[src/rtl/rle_enc_param.sv]
// Run-length encoder: reads plaintext bytes from dpsram, writes {count,symbol} pairs back.
// Optional RLE_CHECKSUM_EN adds an 8-bit XOR checksum output of all processed bytes.
module rle_enc_param #(
  parameter int unsigned MAX_RUN = 255,
  parameter int unsigned ADDR_W  = 16,
  parameter int unsigned SIZE_W  = 32
) (
  input  logic              clk,
  input  logic              reset,
  input  logic              start,
  input  logic [31:0]       message_addr,
  input  logic [SIZE_W-1:0] message_size,
  input  logic [31:0]       rle_addr,
  output logic [SIZE_W-1:0] rle_size,
  output logic              busy,
  output logic              done,
`ifdef RLE_CHECKSUM_EN
  output logic [7:0]        checksum,
`endif
  output logic              port_A_clk,
  output logic [ADDR_W-1:0] port_A_addr,
  output logic              port_A_we,
  output logic [31:0]       port_A_data_in,
  input  logic [31:0]       port_A_data_out
);

  localparam logic [2:0] S_IDLE    = 3'd0;
  localparam logic [2:0] S_RD_REQ  = 3'd1;
  localparam logic [2:0] S_RD_WAIT = 3'd2;
  localparam logic [2:0] S_LOAD    = 3'd3;
  localparam logic [2:0] S_SCAN    = 3'd4;
  localparam logic [2:0] S_WR      = 3'd5;
  localparam logic [2:0] S_FLUSH   = 3'd6;
  localparam logic [2:0] S_FIN     = 3'd7;

  localparam logic [7:0] MAX_CNT = 8'(MAX_RUN);

  logic [2:0]        state;
  logic [2:0]        ret_state;
  logic [31:0]       msg_ptr;
  logic [31:0]       rle_ptr;
  logic [SIZE_W-1:0] remaining;
  logic [31:0]       word;
  logic [1:0]        idx;
  logic [2:0]        nbytes;
  logic [7:0]        cur_sym;
  logic [7:0]        cur_cnt;
  logic              run_open;
  logic [15:0]       pend_lo;
  logic              pend;
  logic [31:0]       wr_data;

  logic [31:0] word_sh;
  logic [7:0]  cur_byte;
  logic        last_in_word;
  logic        frame_end;
  logic        extend;
  logic        commit;
  logic [15:0] cur_pair;
  logic [2:0]  after_byte;

  assign port_A_clk = clk;

  always_comb begin
    word_sh      = word >> {idx, 3'b000};
    cur_byte     = word_sh[7:0];
    last_in_word = ({1'b0, idx} == (nbytes - 3'd1));
    frame_end    = last_in_word && (remaining == '0);
    extend       = run_open && (cur_byte == cur_sym) && (cur_cnt < MAX_CNT);
    commit       = run_open && !extend;
    cur_pair     = {cur_cnt, cur_sym};
    after_byte   = S_SCAN;
    if (last_in_word) begin
      after_byte = frame_end ? S_FLUSH : S_RD_REQ;
    end
  end

  always_ff @(posedge clk) begin
    if (reset) begin
      state          <= S_IDLE;
      ret_state      <= S_IDLE;
      rle_size       <= '0;
      busy           <= 1'b0;
      done           <= 1'b0;
      port_A_we      <= 1'b0;
      port_A_addr    <= '0;
      port_A_data_in <= '0;
      msg_ptr        <= '0;
      rle_ptr        <= '0;
      remaining      <= '0;
      word           <= '0;
      idx            <= '0;
      nbytes         <= '0;
      cur_sym        <= '0;
      cur_cnt        <= '0;
      run_open       <= 1'b0;
      pend_lo        <= '0;
      pend           <= 1'b0;
      wr_data        <= '0;
    end else begin
      port_A_we <= 1'b0;
      case (state)
        S_IDLE: begin
          if (start) begin
            msg_ptr   <= message_addr & ~32'h3;
            rle_ptr   <= rle_addr & ~32'h3;
            remaining <= message_size;
            rle_size  <= '0;
            done      <= 1'b0;
            busy      <= 1'b1;
            run_open  <= 1'b0;
            pend      <= 1'b0;
            state     <= (message_size == '0) ? S_FIN : S_RD_REQ;
          end
        end
        S_RD_REQ: begin
          port_A_addr <= msg_ptr[ADDR_W-1:0];
          state       <= S_RD_WAIT;
        end
        S_RD_WAIT: state <= S_LOAD;
        S_LOAD: begin
          word    <= port_A_data_out;
          idx     <= '0;
          msg_ptr <= msg_ptr + 32'd4;
          if (remaining >= SIZE_W'(4)) begin
            nbytes    <= 3'd4;
            remaining <= remaining - SIZE_W'(4);
          end else begin
            nbytes    <= remaining[2:0];
            remaining <= '0;
          end
          state <= S_SCAN;
        end
        S_SCAN: begin
          run_open <= 1'b1;
          idx      <= idx + 2'd1;
          if (extend) begin
            cur_cnt <= cur_cnt + 8'd1;
          end else begin
            cur_sym <= cur_byte;
            cur_cnt <= 8'd1;
          end
          state <= after_byte;
          if (commit) begin
            if (pend) begin
              wr_data   <= {cur_pair, pend_lo};
              pend      <= 1'b0;
              ret_state <= after_byte;
              state     <= S_WR;
            end else begin
              pend_lo <= cur_pair;
              pend    <= 1'b1;
            end
          end
        end
        S_WR: begin
          port_A_we      <= 1'b1;
          port_A_addr    <= rle_ptr[ADDR_W-1:0];
          port_A_data_in <= wr_data;
          rle_ptr        <= rle_ptr + 32'd4;
          rle_size       <= rle_size + SIZE_W'(4);
          state          <= ret_state;
        end
        S_FLUSH: begin
          // The still-open final run is committed here, merged with any pending pair.
          port_A_we   <= 1'b1;
          port_A_addr <= rle_ptr[ADDR_W-1:0];
          rle_ptr     <= rle_ptr + 32'd4;
          pend        <= 1'b0;
          if (pend) begin
            port_A_data_in <= {cur_pair, pend_lo};
            rle_size       <= rle_size + SIZE_W'(4);
          end else begin
            port_A_data_in <= {16'h0000, cur_pair};
            rle_size       <= rle_size + SIZE_W'(2);
          end
          state <= S_FIN;
        end
        S_FIN: begin
          done  <= 1'b1;
          busy  <= 1'b0;
          state <= S_IDLE;
        end
        default: state <= S_IDLE;
      endcase
    end
  end

`ifdef RLE_CHECKSUM_EN
  always_ff @(posedge clk) begin
    if (reset) begin
      checksum <= '0;
    end else if (state == S_IDLE && start) begin
      checksum <= '0;
    end else if (state == S_SCAN) begin
      checksum <= checksum ^ cur_byte;
    end
  end
`endif

endmodule
[config.mk]
export PLATFORM = sky130hd
export DESIGN_NAME = rle_enc_param
export DESIGN_NICKNAME = d
export VERILOG_FILES = /design/src/rtl/rle_enc_param.sv
export SDC_FILE = /design/constraint.sdc
export NUM_CORES = 1
export LEC_CHECK = 0
export CAP_MARGIN = 10
export CORE_UTILIZATION = 54
export DETAILED_ROUTE_END_ITERATION = 8
export PLACE_DENSITY = 0.83
export SETUP_SLACK_MARGIN = 0.15
export SKIP_CTS_REPAIR_TIMING = 1
export SLEW_MARGIN = 10
export SYNTH_ARGS = -nofsm -noshare
export SYNTH_HDL_FRONTEND = slang
export SYNTH_SLANG_ARGS = --single-unit
[constraint.sdc]
create_clock -name clk -period 3.2 [get_ports clk]
set_clock_uncertainty 0.1 [all_clocks]
set_input_delay 0.64 -clock clk [delete_from_list [all_inputs] [get_ports clk]]
set_output_delay 0.64 -clock clk [all_outputs]
set_load 0.02 [all_outputs]
==> impl_metrics.json, run 1 <==
{
  "tns_ps": 0,
  "switchingPower_mw": 1.93,
  "swShare_pct": 25.8,
  "via_count": 11899,
  "nFillCells": 1823,
  "grt_max_degree": 188,
  "finish.instance_area_um2": 15400,
  "diodes": 0,
  "track_usage_pct": 27.6,
  "dp_hpwl_um": 22400,
  "synthTopCellsByCount": "nand2_1, dfxtp_1, a21oi_1, nor2_1, mux2i_1",
  "slew_headroom_pct": 37.0,
  "grt_overflow_total": 0,
  "wire_per_inst_um": 17.2,
  "status": "completed",
  "syn-mean-instance-area_um2": 8.22,
  "routed_via_density": 6.09,
  "holdCritPathClass": "reg -> reg",
  "rsz0062_at_grt": "no",
  "finalWirelength_um": 33600,
  "clk_pin_slew_ps": 60,
  "synthDistinctLibCells": 86,
  "regArea_um2": 4980,
  "cap_violations": 0,
  "worstPathArrival_ps": 3340,
  "multi_input_area_um2": 6960,
  "period_needed_ps": 2880,
  "place_area_um2": 14400,
  "worst_slew_pin_slew_ps": 944,
  "syn_inst": 1527,
  "required_ps": 3670,
  "insertion_delay_ps": 640,
  "yosysTopAreaCell": "dfxtp_1",
  "async_flop_share_pct": 0,
  "syn-cell-area_um2": 12600,
  "power.internal_mw": 5.53,
  "grt_pass1_vias": 11050,
  "finalSetupViolCount": 0,
  "die-area_um2": 23900,
  "synth_top_area_share_pct": 39.7,
  "yosys_warnings": 0,
  "layout.nets": 1792,
  "finalHoldViolations": 0,
  "fin_crit_sh_pct": 89.9,
  "syn2layout_area_growth_pct": 22.4,
  "drt-initial-drc-count": 896,
  "ios": 215,
  "drc": 0,
  "path_class": "reg -> reg",
  "pwr-share-clk_pct": 43.2,
  "gp_congestion": 0.908,
  "cts_tree": "done",
  "p_seq_share_pct": 44.8,
  "synth.area.top_cells": "dfxtp_1, nand2_1, mux2i_1",
  "die_x_um": 154,
  "synthMostInstantiatedCell": "nand2_1",
  "synth_edf_count": 0,
  "ant_nets": 0,
  "initial_utilization_pct": 55.3,
  "die_h_um": 154,
  "finalMaxSlewViolations": 0,
  "drive_above_1_share_pct": 6.77,
  "critPathCaptureType": "flop",
  "p_comb_share_pct": 12.0,
  "grt_pass1_wl_um": 54900,
  "ys_seq_area_share_pct": 39.7,
  "ys.flop_type": "dfxtp_1",
  "rows": 55,
  "port_buffers": 175,
  "ir_drop_mv": 0.405,
  "clock.fmax_ghz": 0.348,
  "first_pass_iters": 5,
  "start_kind": "flop",
  "power.leakage_nw": 5.84,
  "core-area_um2": 22700,
  "critPathMaxFanout": 31,
  "antenna_found_initial": 0,
  "ys_seq_elements": 249,
  "power_density_nw_per_um2": 486
}
registers in the layout, summed over array words and instances, names as in the netlist, 2 cells and up:
name / count
msg_ptr: 14
nbytes: 3
pend_lo: 16
port_A_data_in: 32
idx: 2
word: 32
wr_data: 32
rle_size: 31
ret_state: 3
port_A_addr: 14
cur_sym: 8
remaining: 32
state: 3
cur_cnt: 8
rle_ptr: 14
power by group through the flow:
stage,Sequential (mW),Clock [mW],Combinational (mW)
after global routing,3.35,3.41,0.987
final,3.34,3.22,0.897
after floorplan,3.36,0.0365,0.574
after global placement,3.39,0.0420,0.858
after CTS,3.33,3.27,0.888
after detailed placement,3.40,0.0420,0.880
worst max-delay path, cell delays in order (launching register included):
cell,delay (ps)
dfxtp_1,570
buf_4,270
mux4_2,530
inv_1,70
o221ai_1,160
nand4b_4,260
o21ai_4,300
buf_12,280
mux2i_1,240
cell type report:
cell class,instances,share of cell area [%]
flip-flops and latches,249,32.5
inverters,18,0.440
repair buffers,211,13.4
well taps,285,2.32
clock inverters,6,0.415
multi-input cells,1141,45.3
clock buffers,44,5.68
layer usage:
metal | global-route usage, % | up-vias | part of all wire [%]
met4 | 8.16 | 0 | 1.8
met3 | 3.75 | 47 | 6.7
met1 | 36.8 | 5620 | 44
met2 | 46.5 | 452 | 48
met5 | 0 | - | 0
li1 | - | 5780 | -
cells in the final DEF (no fill, tap or decap), types with 16 or more instances in the layout:
cell type	instances
buf_4	34
nor2_1	101
nand2_1	261
dfxtp_1	249
nand3_1	32
nor3_1	30
nand4_1	20
nor2b_1	16
xor2_1	16
a31oi_1	17
clkbuf_16	30
a21oi_1	163
o21ai_0	77
a211oi_1	72
mux2i_1	97
inv_1	17
clkdlybuf4s50_1	173
a22oi_1	20
nor4_1	19
worst paths after layout:
kind / startpoint / end / slack [ps] / cells past startpoint
worst max-delay path: idx[0] / wr_data[13] / 320 / 8
worst min-delay path: word[19] / word[19] / 350 / 2
worst max register to register: idx[0] / wr_data[13] / 320 / 8
worst min register to register: word[19] / word[19] / 350 / 2
logic make-up (layout without fill, tap and decap cells):
group / Yosys count / count (layout) / share of synthesized area (%)
AND/OR/NAND/NOR: 565 / 565 / 21.6
AO/OA/AOI/OAI: 431 / 431 / 21.6
flip-flops: 249 / 249 / 39.7
buffers and inverters: 139 / 279 / 5.09
multiplexers: 104 / 104 / 8.99
XOR/XNOR: 29 / 29 / 2.08
adder cells (fa/ha/maj): 9 / 9 / 0.897
other: 1 / 3 / 0.0299
stage by stage:
step	cells	power, mW	utilization, %	setup WS (ps)	hold slack [ps]
after CTS	1954	7.49	67.6	83.3	355
after floorplan	1529	3.97	-	726	332
after global routing	1954	7.75	67.6	149	370
after detailed placement	1905	4.32	63.5	263	347
after global placement	1905	4.29	63.5	278	338
final	1954	7.46	67.6	323	352
Note: power is estimated with default switching activity, not from simulation.
==> run 2: changes to the inputs <==
--- a/config.mk
+++ b/config.mk
@@ -9,7 +9,7 @@
 export CORE_UTILIZATION = 54
 export DETAILED_ROUTE_END_ITERATION = 8
 export PLACE_DENSITY = 0.83
-export SETUP_SLACK_MARGIN = 0.15
+export SETUP_SLACK_MARGIN = 0.4
 export SKIP_CTS_REPAIR_TIMING = 1
 export SLEW_MARGIN = 10
 export SYNTH_ARGS = -nofsm -noshare
==> impl_metrics.json, run 2 (synthesized netlist as in run 1, its figures left out) <==
{
  "drc": 0,
  "antenna_found_initial": 0,
  "grt_overflow_total": 0,
  "grt_use_met1_pct": 36.8,
  "slew_headroom_pct": 39.3,
  "worst_slew_pin_slew_ps": 910,
  "ir_drop_mv": 0.405,
  "holdCritPathClass": "reg -> reg",
  "die-area_um2": 23900,
  "insertion_delay_ps": 640,
  "ios": 215,
  "die_h_um": 154,
  "track_usage_pct": 27.6,
  "final_cell_mix": "nand2_1, dfxtp_1, clkdlybuf4s50_1, a21oi_1, nor2_1",
  "fin_cells": 1958,
  "initial_utilization_pct": 55.3,
  "core-area_um2": 22700,
  "gp_congestion": 0.908,
  "clk_pin_slew_ps": 60,
  "critPathCaptureType": "primary output",
  "place_inst": 1905,
  "first_pass_iters": 5,
  "path_class": "clk -> out",
  "cap_violations": 0,
  "cp_top_family": "buffers and inverters",
  "grt_pass1_vias": 11050,
  "wire_per_inst_um": 17.4,
  "power.leakage_nw": 5.87,
  "slowest_delay_ps": 190,
  "finalHoldViolations": 0,
  "ant_nets": 0,
  "crit_buf_inv": 3,
  "crit_slowest_cell": "dlymetal6s2s_1",
  "power_density_nw_per_um2": 484,
  "port_buffers": 175,
  "met2_usage_pct": 46.5,
  "cts_tree": "done",
  "routed_via_density": 6.13,
  "critPathMaxFanout": 2,
  "tns_ps": 0,
  "diodes": 0,
  "layout_commonest_cell": "nand2_1",
  "rsz0062_at_grt": "no",
  "layout.nets": 1796,
  "grt_max_degree": 188,
  "worstPathArrival_ps": 2040,
  "use_met3_pct": 3.75,
  "grt_busiest_layer": "met2",
  "finalWirelength_um": 34000,
  "drive_above_1_share_pct": 7.35,
  "die_x_um": 154,
  "worstPathCellList": "clkbuf_16, clkbuf_16, dlymetal6s2s_1",
  "via_count": 11994,
  "fin_ws_ps": 421,
  "status": "completed",
  "grt_pass1_wl_um": 54900,
  "rows": 55,
  "start_kind": "clock port",
  "required_ps": 2460,
  "pre_cts_ws_ps": 263,
  "finalMaxSlewViolations": 0,
  "drt-initial-drc-count": 960,
  "syn2layout_area_growth_pct": 22.9,
  "finalSetupViolCount": 0,
  "crit_top_cell": "clkbuf_16",
  "dp_hpwl_um": 22400
}
run 2: cell types whose count changed in the layout (fill, tap and decap cells not counted), sizes merged:
cell / previous run / this run
a21oi: 164 / 165
buf: 38 / 40
clkbuf: 43 / 44
run 2: worst min-delay path: stages (launching register included):
cell	delay, ps
dfxtp_1	310
nand2_1	50
a21oi_1	50
run 2: worst paths after layout:
kind	end	slack [ps]	startpoint	cells after the start
worst max-delay path	port_A_clk	420	clk	3
worst min-delay path	word[19]	350	word[19]	2
worst max register to register	ret_state[0]	550	idx[0]	8
worst min register to register	word[19]	350	word[19]	2
run 2: area by class of cell:
type | count | area (µm²)
inverters | 18 | 67.6
clock buffers | 44 | 872
multi-input cells | 1142 | 6980
repair buffers | 214 | 2100
fillers | 1813 | 7280
well taps | 285 | 357
clock inverters | 6 | 63.8
flip-flops and latches | 249 | 4990
run 2: power breakdown:
group / switching, mW / total [mW] / internal, mW
logic: 0.511 / 0.901 / 0.390
registers: 0.138 / 3.34 / 3.20
clock network: 1.29 / 3.23 / 1.94
run 2: per-stage QoR:
step | util, % | hold WS [ps] | power (mW) | cell area [µm²]
3_3_place_gp | 63.5 | 338 | 4.29 | 14400
4_1_cts | 67.6 | 355 | 7.49 | 15300
3_5_place_dp | 63.5 | 347 | 4.32 | 14400
6_report | 67.9 | 354 | 7.47 | 15400
2_1_floorplan | - | 332 | 3.97 | 12600
5_1_grt | 67.9 | 370 | 7.75 | 15400
run 2: layer usage:
metal / vias up / part of all wire, %
met4: 0 / 1.9
li1: 5800 / -
met1: 5620 / 43
met3: 58 / 7.3
met5: - / 0
met2: 516 / 48
